`src/rtl/tl_buf_cfg_if.sv`:
```
// TileLink five-channel bus bundle. Modports are named for the agent they face:
// Master is the view of a block sitting below a master, Slave the view of a block above a slave.
interface TL_BUS #(
    parameter int W = 32
);
    logic         a_valid;
    logic         a_ready;
    logic [W-1:0] a_bits;
    logic         b_valid;
    logic         b_ready;
    logic [W-1:0] b_bits;
    logic         c_valid;
    logic         c_ready;
    logic [W-1:0] c_bits;
    logic         d_valid;
    logic         d_ready;
    logic [W-1:0] d_bits;
    logic         e_valid;
    logic         e_ready;
    logic [W-1:0] e_bits;

    modport Master (
        input  a_valid, a_bits, output a_ready,
        output b_valid, b_bits, input  b_ready,
        input  c_valid, c_bits, output c_ready,
        output d_valid, d_bits, input  d_ready,
        input  e_valid, e_bits, output e_ready
    );

    modport Slave (
        output a_valid, a_bits, input  a_ready,
        input  b_valid, b_bits, output b_ready,
        output c_valid, c_bits, input  c_ready,
        input  d_valid, d_bits, output d_ready,
        output e_valid, e_bits, input  e_ready
    );
endinterface

```
`src/rtl/tl_buf_cfg.sv`:
```
// Per-channel configurable TileLink buffer: bypass, pipe register or N-entry FIFO,
// with a registered idle flag covering every buffered channel.
module tl_buf_chan #(
    parameter int DEPTH = 2,
    parameter int W     = 32
) (
    input  logic         clk_i,
    input  logic         rst_i,
    input  logic         prod_valid,
    input  logic [W-1:0] prod_bits,
    output logic         prod_ready,
    output logic         cons_valid,
    output logic [W-1:0] cons_bits,
    input  logic         cons_ready,
    output logic         busy
);
    if (DEPTH < 0) begin : g_bad_depth
        $fatal(1, "tl_buf_chan: DEPTH must be >= 0");
    end else if (DEPTH == 0) begin : g_bypass
        logic unused_clk_rst;

        assign unused_clk_rst = clk_i ^ rst_i;
        assign cons_valid     = prod_valid;
        assign cons_bits      = prod_bits;
        assign prod_ready     = cons_ready;
        assign busy           = 1'b0;
    end else if (DEPTH == 1) begin : g_pipe
        logic         full;
        logic [W-1:0] data;
        logic         push;
        logic         pop;

        // Ready may look through to the consumer so a full register still sustains 1 beat/cycle.
        assign prod_ready = !full || cons_ready;
        assign push       = prod_valid && prod_ready;
        assign pop        = full && cons_ready;

        // NOTE: state registers use non-blocking assignments so every flop samples pre-edge values.
        always_ff @(posedge clk_i or negedge rst_i) begin
            if (!rst_i) begin
                full <= 1'b0;
                data <= '0;
            end else if (push) begin
                full <= 1'b1;
                data <= prod_bits;
            end else if (pop) begin
                full <= 1'b0;
            end
        end

        assign cons_valid = full;
        assign cons_bits  = data;
        assign busy       = full;
    end else begin : g_fifo
        localparam int PW = (DEPTH > 2) ? $clog2(DEPTH) : 1;
        localparam int CW = $clog2(DEPTH + 1);
        localparam logic [PW-1:0] LAST_PTR = PW'(DEPTH - 1);
        localparam logic [CW-1:0] FULL_CNT = CW'(DEPTH);

        logic [W-1:0]  mem [DEPTH];
        logic [PW-1:0] rptr;
        logic [PW-1:0] wptr;
        logic [CW-1:0] count;
        logic          push;
        logic          pop;

        // Ready decodes only the registered count: no consumer-to-producer combinational path.
        assign prod_ready = (count != FULL_CNT);
        assign cons_valid = (count != '0);
        assign cons_bits  = mem[rptr];
        assign push       = prod_valid && prod_ready;
        assign pop        = cons_valid && cons_ready;
        assign busy       = cons_valid;

        // NOTE: storage is reset too, so nothing from before reset is ever visible on cons_bits.
        always_ff @(posedge clk_i or negedge rst_i) begin
            if (!rst_i) begin
                rptr  <= '0;
                wptr  <= '0;
                count <= '0;
                for (int i = 0; i < DEPTH; i++) begin
                    mem[i] <= '0;
                end
            end else begin
                if (push) begin
                    mem[wptr] <= prod_bits;
                    wptr      <= (wptr == LAST_PTR) ? '0 : wptr + 1'b1;
                end
                if (pop) begin
                    rptr <= (rptr == LAST_PTR) ? '0 : rptr + 1'b1;
                end
                case ({push, pop})
                    2'b10:   count <= count + 1'b1;
                    2'b01:   count <= count - 1'b1;
                    default: count <= count;
                endcase
            end
        end
    end
endmodule

module tl_buf_cfg #(
    parameter int A_DEPTH = 2,
    parameter int B_DEPTH = 2,
    parameter int C_DEPTH = 2,
    parameter int D_DEPTH = 2,
    parameter int E_DEPTH = 1,
    parameter int W       = 32   // must match the W of both connected TL_BUS instances
) (
    input  logic     clk_i,
    input  logic     rst_i,
    TL_BUS.Master    in,
    TL_BUS.Slave     out,
    output logic     idle_o
);
    logic [4:0] busy;

    tl_buf_chan #(.DEPTH(A_DEPTH), .W(W)) u_a (
        .clk_i      (clk_i),
        .rst_i      (rst_i),
        .prod_valid (in.a_valid),
        .prod_bits  (in.a_bits),
        .prod_ready (in.a_ready),
        .cons_valid (out.a_valid),
        .cons_bits  (out.a_bits),
        .cons_ready (out.a_ready),
        .busy       (busy[0])
    );

    // B and D flow upstream: the slave side produces, the master side consumes.
    tl_buf_chan #(.DEPTH(B_DEPTH), .W(W)) u_b (
        .clk_i      (clk_i),
        .rst_i      (rst_i),
        .prod_valid (out.b_valid),
        .prod_bits  (out.b_bits),
        .prod_ready (out.b_ready),
        .cons_valid (in.b_valid),
        .cons_bits  (in.b_bits),
        .cons_ready (in.b_ready),
        .busy       (busy[1])
    );

    tl_buf_chan #(.DEPTH(C_DEPTH), .W(W)) u_c (
        .clk_i      (clk_i),
        .rst_i      (rst_i),
        .prod_valid (in.c_valid),
        .prod_bits  (in.c_bits),
        .prod_ready (in.c_ready),
        .cons_valid (out.c_valid),
        .cons_bits  (out.c_bits),
        .cons_ready (out.c_ready),
        .busy       (busy[2])
    );

    tl_buf_chan #(.DEPTH(D_DEPTH), .W(W)) u_d (
        .clk_i      (clk_i),
        .rst_i      (rst_i),
        .prod_valid (out.d_valid),
        .prod_bits  (out.d_bits),
        .prod_ready (out.d_ready),
        .cons_valid (in.d_valid),
        .cons_bits  (in.d_bits),
        .cons_ready (in.d_ready),
        .busy       (busy[3])
    );

    tl_buf_chan #(.DEPTH(E_DEPTH), .W(W)) u_e (
        .clk_i      (clk_i),
        .rst_i      (rst_i),
        .prod_valid (in.e_valid),
        .prod_bits  (in.e_bits),
        .prod_ready (in.e_ready),
        .cons_valid (out.e_valid),
        .cons_bits  (out.e_bits),
        .cons_ready (out.e_ready),
        .busy       (busy[4])
    );

    // Registered so clock-gating logic sees a glitch-free flag; it lags occupancy by one cycle.
    always_ff @(posedge clk_i or negedge rst_i) begin
        if (!rst_i) begin
            idle_o <= 1'b1;
        end else begin
            idle_o <= ~|busy;
        end
    end
endmodule

```
`src/flat_wrapper.sv`:
```
// flat-port wrapper written by rule: the top's interface ports become plain ports
module tl_buf_cfg_flat 
#(
    parameter int A_DEPTH = 2,
    parameter int B_DEPTH = 2,
    parameter int C_DEPTH = 2,
    parameter int D_DEPTH = 2,
    parameter int E_DEPTH = 1,
    parameter int W       = 32                                                         
)
  (clk_i, rst_i, idle_o, in_a_valid, in_a_bits, in_a_ready, in_b_valid, in_b_bits, in_b_ready, in_c_valid, in_c_bits, in_c_ready, in_d_valid, in_d_bits, in_d_ready, in_e_valid, in_e_bits, in_e_ready, out_a_valid, out_a_bits, out_a_ready, out_b_valid, out_b_bits, out_b_ready, out_c_valid, out_c_bits, out_c_ready, out_d_valid, out_d_bits, out_d_ready, out_e_valid, out_e_bits, out_e_ready);
  TL_BUS #(.W(W)) in_i ();
  TL_BUS #(.W(W)) out_i ();
  input  logic clk_i;
  input  logic rst_i;
  output logic idle_o;
  input wire logic [$bits(in_i.a_valid)-1:0] in_a_valid;
  input wire logic [$bits(in_i.a_bits)-1:0] in_a_bits;
  output wire logic [$bits(in_i.a_ready)-1:0] in_a_ready;
  output wire logic [$bits(in_i.b_valid)-1:0] in_b_valid;
  output wire logic [$bits(in_i.b_bits)-1:0] in_b_bits;
  input wire logic [$bits(in_i.b_ready)-1:0] in_b_ready;
  input wire logic [$bits(in_i.c_valid)-1:0] in_c_valid;
  input wire logic [$bits(in_i.c_bits)-1:0] in_c_bits;
  output wire logic [$bits(in_i.c_ready)-1:0] in_c_ready;
  output wire logic [$bits(in_i.d_valid)-1:0] in_d_valid;
  output wire logic [$bits(in_i.d_bits)-1:0] in_d_bits;
  input wire logic [$bits(in_i.d_ready)-1:0] in_d_ready;
  input wire logic [$bits(in_i.e_valid)-1:0] in_e_valid;
  input wire logic [$bits(in_i.e_bits)-1:0] in_e_bits;
  output wire logic [$bits(in_i.e_ready)-1:0] in_e_ready;
  output wire logic [$bits(out_i.a_valid)-1:0] out_a_valid;
  output wire logic [$bits(out_i.a_bits)-1:0] out_a_bits;
  input wire logic [$bits(out_i.a_ready)-1:0] out_a_ready;
  input wire logic [$bits(out_i.b_valid)-1:0] out_b_valid;
  input wire logic [$bits(out_i.b_bits)-1:0] out_b_bits;
  output wire logic [$bits(out_i.b_ready)-1:0] out_b_ready;
  output wire logic [$bits(out_i.c_valid)-1:0] out_c_valid;
  output wire logic [$bits(out_i.c_bits)-1:0] out_c_bits;
  input wire logic [$bits(out_i.c_ready)-1:0] out_c_ready;
  input wire logic [$bits(out_i.d_valid)-1:0] out_d_valid;
  input wire logic [$bits(out_i.d_bits)-1:0] out_d_bits;
  output wire logic [$bits(out_i.d_ready)-1:0] out_d_ready;
  output wire logic [$bits(out_i.e_valid)-1:0] out_e_valid;
  output wire logic [$bits(out_i.e_bits)-1:0] out_e_bits;
  input wire logic [$bits(out_i.e_ready)-1:0] out_e_ready;
  assign in_i.a_valid = in_a_valid;
  assign in_i.a_bits = in_a_bits;
  assign in_a_ready = in_i.a_ready;
  assign in_b_valid = in_i.b_valid;
  assign in_b_bits = in_i.b_bits;
  assign in_i.b_ready = in_b_ready;
  assign in_i.c_valid = in_c_valid;
  assign in_i.c_bits = in_c_bits;
  assign in_c_ready = in_i.c_ready;
  assign in_d_valid = in_i.d_valid;
  assign in_d_bits = in_i.d_bits;
  assign in_i.d_ready = in_d_ready;
  assign in_i.e_valid = in_e_valid;
  assign in_i.e_bits = in_e_bits;
  assign in_e_ready = in_i.e_ready;
  assign out_a_valid = out_i.a_valid;
  assign out_a_bits = out_i.a_bits;
  assign out_i.a_ready = out_a_ready;
  assign out_i.b_valid = out_b_valid;
  assign out_i.b_bits = out_b_bits;
  assign out_b_ready = out_i.b_ready;
  assign out_c_valid = out_i.c_valid;
  assign out_c_bits = out_i.c_bits;
  assign out_i.c_ready = out_c_ready;
  assign out_i.d_valid = out_d_valid;
  assign out_i.d_bits = out_d_bits;
  assign out_d_ready = out_i.d_ready;
  assign out_e_valid = out_i.e_valid;
  assign out_e_bits = out_i.e_bits;
  assign out_i.e_ready = out_e_ready;
  tl_buf_cfg #(.A_DEPTH(A_DEPTH), .B_DEPTH(B_DEPTH), .C_DEPTH(C_DEPTH), .D_DEPTH(D_DEPTH), .E_DEPTH(E_DEPTH), .W(W)) u_core (.clk_i(clk_i), .rst_i(rst_i), .in(in_i), .out(out_i), .idle_o(idle_o));
endmodule
```
`config.mk`:
```
export PLATFORM = sky130hd
export DESIGN_NAME = tl_buf_cfg_flat
export DESIGN_NICKNAME = d
export VERILOG_FILES = /design/src/rtl/tl_buf_cfg_if.sv /design/src/rtl/tl_buf_cfg.sv /design/src/flat_wrapper.sv
export SDC_FILE = /design/constraint.sdc
export NUM_CORES = 1
export LEC_CHECK = 0
export CAP_MARGIN = 20
export CORE_UTILIZATION = 43
export CTS_BUF_LIST = sky130_fd_sc_hd__clkbuf_8
export DETAILED_ROUTE_END_ITERATION = 8
export GPL_TIMING_DRIVEN = 0
export PLACE_DENSITY = 0.7
export SLEW_MARGIN = 20
export SYNTH_ARGS = -nofsm -noshare
export SYNTH_HDL_FRONTEND = slang
export SYNTH_HIERARCHICAL = 1
export SYNTH_SLANG_ARGS = --single-unit
```
`constraint.sdc`:
```
create_clock -name clk_i -period 2.1 [get_ports clk_i]
set_input_delay 0.42 -clock clk_i [delete_from_list [all_inputs] [get_ports clk_i]]
set_output_delay 0.42 -clock clk_i [all_outputs]
set_load 0.1 [all_outputs]
```
# Word-level counts from Yosys, hierarchy flattened
# Cells that the tools add are included.
# word_totals
regBits	306
wordCells	136
# classes
n_addsub	16
order_cmp	12
eq_ne	12
muxes	38
n_bitwise	8
n_reduce_logical	27
# ops
op	n
$mux 32	16
$bwmux 64	4
$demux 32 s1	4
$reduce_bool 2->1	9
$ge 2x2->1 const B	8
$not 1->2	8
$pmux 2 s2	4
$logic_and 1x1->1	14
$mux 1	10
$add 1x1->1 const B	8
$add 2x1->2 const B	4
$eq 2x1->1 const B	4
$eq 2x2->1 const B	4
$lt 2x1->1 const B	4
$ne 2x2->1 const B	4
$sub 2x1->2 const B	4
$reduce_or 5->1	1
$logic_not 1->1	2
$logic_or 1x1->1	1

# Logic depth before layout (Yosys ltp)
# logic_depth
word_depth	6
mapped_depth	6
depth_no_buf	6

# Modules after synthesis
# The synthesis kept the hierarchy.
# modules_own_cells
mod	instances	cells_per_inst	area_per_inst_um2	seq_area_each_um2
tl_buf_chan (u_core.u_a ...)	4	190	3286.9	1701.6
tl_buf_chan (u_core.u_e)	1	72	1398.8	825.8
tl_buf_cfg	1	3	37.5	26.3

# Worst setup path before layout
# Ideal clock, no wire load.
# synth_path
path_kind	register to output
from	register u_core.u_b.g_fifo.rptr
to	output port in_b_bits[10]
t_arrival_ns	1.299
required_time_ns	1.680
path_slack_ns	0.381
stages_incl_launch_ff	4
path_buffers	2
path_cell_list	dfrtp_1 > clkbuf_1 > buf_2 > mux2_2
# synth_via
elab_chain_cells	4
# synth_lines
element	line_no	rtl
start, declared	tl_buf_cfg.sv:61	logic [PW-1:0] rptr;
start signal, assigned	tl_buf_cfg.sv:90	rptr <= (rptr == LAST_PTR) ? '0 : rptr + 1'b1;
$not 1->2 (implied by the code)	tl_buf_cfg.sv:70	assign cons_bits = mem[rptr];
$mux 32 (implied by the code) (3 in a row)	tl_buf_cfg.sv:70	
end, declared	flat_wrapper.sv:21	output wire logic [$bits(in_i.b_bits)-1:0] in_b_bits;
# Every way passes these cells. The select of a mux whose other input is x is not followed.

# Final worst setup path
# layout_path
from	register u_core.u_c.g_fifo.rptr
to	output port out_c_bits[5]
# layout_via
elab_chain_cells	4
# layout_lines
element	line_no	rtl
start, declared	tl_buf_cfg.sv:61	
start signal, assigned	tl_buf_cfg.sv:90	
$not 1->2 (implied by the code)	tl_buf_cfg.sv:70	
$mux 32 (implied by the code) (3 in a row)	tl_buf_cfg.sv:70	
end, declared	flat_wrapper.sv:39	output wire logic [$bits(out_i.c_bits)-1:0] out_c_bits;
# Every way passes these cells. The select of a mux whose other input is x is not followed.

==> results.sh <==
export IMPL_ys_ff_latch=306
export IMPL_clk_latency_ns=0.59
export IMPL_numClockSinks=306
export IMPL_yosysTopAreaCellShare_pct=52.33
export IMPL_synth_area_per_cell_sq_um=17.47
export IMPL_grt_pass1_vias=9043
export IMPL_finalCriticalPeriod_ns=2.278
export IMPL_cp_common_cell="buf_12"
export IMPL_required_ns=1.68
export IMPL_netlist_area_sq_mm=0.01458
export IMPL_finalSetupViolations=124
export IMPL_worstPathArrival_ns=1.86
export IMPL_drtIter0Drc=267
export IMPL_antenna_found_initial=4
export IMPL_drive_gt1_share_pct=58.64
export IMPL_grt_usage_pct=19.18
export IMPL_yosysSeqAreaShare_pct=52.51
export IMPL_timing_slew_headroom_pct=62.05
export IMPL_path_clk_slew_ns=0.06
export IMPL_dpl_cell_area_sq_mm=0.01866
export IMPL_hold_class="in -> async"
export IMPL_area_growth_pct=45.76
export IMPL_dp_hpwl_um=22850
export IMPL_drc_errors=0
export IMPL_outcome="finished, violations left"
export IMPL_cap_violations=0
export IMPL_grt_max_degree=98
export IMPL_die_area_sq_mm=0.03466
export IMPL_chipHeight_um=186.2
export IMPL_vias=8405
export IMPL_die_w_um=186.2
export IMPL_finClkSkew_ns=0.01517
export IMPL_nets=1438
export IMPL_design_area_sq_mm=0.02126
export IMPL_cts_root_buf="clkbuf_8"
export IMPL_ys_warn_count=6
export IMPL_drt_wirelength_per_cell_um=19.78
export IMPL_cts_tree="done"
export IMPL_crit_type="reg -> out"
export IMPL_rows=67
export IMPL_core_area_sq_mm=0.03345
export IMPL_multi_input_area_sq_mm=0.006351
export IMPL_violations="negative setup slack"
export IMPL_n_fill_cell=2404
export IMPL_worst_setup_path_start_kind="flip-flop"
export IMPL_slowest_stage="dfrtp_2"
export IMPL_synth_area_top_cells="dfrtp_1 (52%), mux2_4 (28%), mux2_2 (10%), buf_12 (3.7%), mux2_1 (1.2%)"
export IMPL_io_pins=343
export IMPL_yosys_cell_types_count=23
export IMPL_cts_made_buffers=54
export IMPL_synth_area_leader_cell="dfrtp_1"
export IMPL_crit_fanout=5
export IMPL_place_congestion=0.7274
export IMPL_slew_violations=0
export IMPL_r2r_cells=5
export IMPL_portBuffers=342
export IMPL_pre_cts_ws_ns=-0.7378
export IMPL_ant_nets=0
export IMPL_finalCritPeriodShare_pct=108.5
export IMPL_rsz0062_at_grt="true"
export IMPL_grt_pass1_wl_um=51280
export IMPL_cp_end_kind="output pin"
export IMPL_hold_ws_ns=0.3610
export IMPL_regArea_sq_mm=0.007665
export IMPL_syn_num_nets=1011
export IMPL_hold_viol_final=0
export IMPL_htree_levels=2
export IMPL_setup_ws_ns=-0.1781
export IMPL_vias_per_cell=4.781
export IMPL_initial_core_util_pct=43.60
export IMPL_cts_buffer_depth=3
export IMPL_wirelength_um=34780
export IMPL_grt_overflow=0
export IMPL_cp_cell_sequence="buf_12 > clkbuf_16 > mux2_4 > buf_12"
export IMPL_cp_slowest_stage_delay_ns=0.46
export IMPL_worst_slew_pin_slew_ns=0.5719
export IMPL_syn_instance_count=835
export IMPL_firstDrtPassIters=4
export IMPL_fmax_mhz=439.0
## layer usage
| layer | vias to the layer above | share of wire (%) | GRT usage (%) |
|---|---|---|---|
| li1 | 3819 | - | - |
| met1 | 4245 | 41 | 23.96 |
| met2 | 282 | 47 | 29.93 |
| met3 | 55 | 10 | 8.567 |
| met4 | 4 | 1.6 | 5.475 |
| met5 | - | 0.066 | 0 |
## synth_stat cells (all sizes together)
| master | number |
|---|---|
| ha | 4 |
| nand2b | 5 |
| or2 | 4 |
| dfstp | 1 |
| and2 | 4 |
| xor2 | 8 |
| or2b | 1 |
| mux2 | 416 |
| clkbuf | 4 |
| and3b | 4 |
| nand2 | 5 |
| or4 | 1 |
| and3 | 4 |
| xnor2 | 12 |
| buf | 52 |
| dfrtp | 305 |
| nor2 | 5 |
## worst max-delay path: cells and delay by family, from the launching register on
family | cells | cell delay [ns]
muxes | 1 | 0.32
buffers and inverters | 3 | 0.49
DFF | 1 | 0.46
## cell type report
cell class / instances / area share [%]
tap: 448 / 2.637
clock inverter: 17 / 0.4532
clock buffer: 85 / 5.503
multi-input combinational: 473 / 29.88
buffer: 50 / 3.979
antenna: 2 / 0.02354
sequential: 306 / 36.06
timing repair buffer: 377 / 21.47
## metrics by stage
| stage | cells | TNS (ns) | utilization (%) |
|---|---|---|---|
| finish | 1758 | -14.10 | 63.55 |
| CTS | 1733 | -28.15 | 60.21 |
| global route | 1757 | -22.60 | 63.55 |
| floorplan | 835 | 0 | - |
| detailed placement | 1628 | -73.92 | 55.77 |
| global placement | 1625 | -3987.89 | 55.51 |
## state kept, by name, summed over array words and instances, names as in the netlist
signal                   cells
u_core/u_a/g_fifo.count      2
u_core/u_c/g_fifo.rptr       1
u_core/u_e/busy              1
u_core/u_d/g_fifo.wptr       1
u_core/u_c/g_fifo.count      2
u_core/u_d/g_fifo.rptr       1
u_core/u_d/g_fifo.mem       64
u_core/u_c/g_fifo.wptr       1
u_core/u_a/g_fifo.rptr       1
u_core/u_b/g_fifo.wptr       1
u_core/u_d/g_fifo.count      2
u_core/u_e/cons_bits        32
u_core/u_a/g_fifo.mem       64
u_core/u_b/g_fifo.count      2
u_core/u_b/g_fifo.mem       64
u_core/u_a/g_fifo.wptr       1
u_core/u_c/g_fifo.mem       64
u_core/u_b/g_fifo.rptr       1
u_core/idle_o                1
## final timing paths
check,start,endpoint,slack [ns]
min in group clk_i,in_e_bits[1],u_core/u_e/cons_bits[1]$_DFFE_PN0P_,0.44
max in group asynchronous,rst_i,u_core/u_a/g_fifo.mem[56]$_DFFE_PN0P_,0.50
hold reg to reg,u_core/u_b/g_fifo.mem[32]$_DFFE_PN0P_,u_core/u_b/g_fifo.mem[32]$_DFFE_PN0P_,0.48
hold / removal,rst_i,u_core/u_b/g_fifo.mem[30]$_DFFE_PN0P_,0.36
setup reg to reg,u_core/u_b/g_fifo.count[1]$_DFFE_PN0P_,u_core/u_b/g_fifo.count[1]$_DFFE_PN0P_,0.49
setup / recovery,u_core/u_c/g_fifo.rptr$_DFFE_PN0P_,out_c_bits[5],-0.18
## cell families after synthesis
logic type    Yosys count  synth area share (%)
buf+inv                56                 5.096
mux                   416                 39.07
simple gates           33                 1.776
fa+ha+maj               4                0.3432
xor+xnor               20                 1.201
flops                 306                 52.51
## layout by cell type (no fill, tap or decap)
| master | synthesis | layout |
|---|---|---|
| ha_1 | 4 | 4 |
| dfrtp_1 | 305 | 300 |
| buf_16 | 0 | 5 |
| clkinv_2 | 0 | 5 |
| or4_1 | 1 | 1 |
| and3_4 | 4 | 4 |
| bufinv_16 | 0 | 1 |
| buf_4 | 5 | 18 |
| buf_12 | 27 | 81 |
| clkdlybuf4s50_1 | 0 | 170 |
| diode_2 | 0 | 2 |
| or2_4 | 0 | 3 |
| dfrtp_2 | 0 | 5 |
| mux2_4 | 270 | 313 |
| clkbuf_2 | 0 | 5 |
| xnor2_1 | 12 | 12 |
| nand2_1 | 4 | 4 |
| inv_1 | 0 | 11 |
| buf_6 | 8 | 89 |
| and2_1 | 4 | 4 |
| nand2b_4 | 5 | 5 |
| clkdlybuf4s15_2 | 0 | 27 |
| dlygate4sd3_1 | 0 | 1 |
| or2b_1 | 1 | 1 |
| nand2_4 | 1 | 1 |
| buf_8 | 0 | 17 |
| clkbuf_16 | 0 | 7 |
| nor2_1 | 5 | 5 |
| and3b_1 | 4 | 4 |
| mux2_1 | 16 | 16 |
| buf_2 | 12 | 4 |
| dfstp_2 | 1 | 1 |
| mux2_2 | 130 | 87 |
| clkbuf_4 | 0 | 3 |
| or2_2 | 4 | 1 |
| xor2_1 | 8 | 8 |
| clkbuf_8 | 0 | 85 |
## what timing repair did
action	4_1_cts	5_1_grt
gates resized for setup	980	286
setup endpoints to repair	171	144
buffers inserted	4	19
hold buffers	1	0
pin swaps	0	1
gates cloned	2	7
endpoints found under the hold margin	54	0
Power is left out: the tool's default activity adds up to more than one toggle a clock period on the data nets, which glitch-free logic cannot reach.
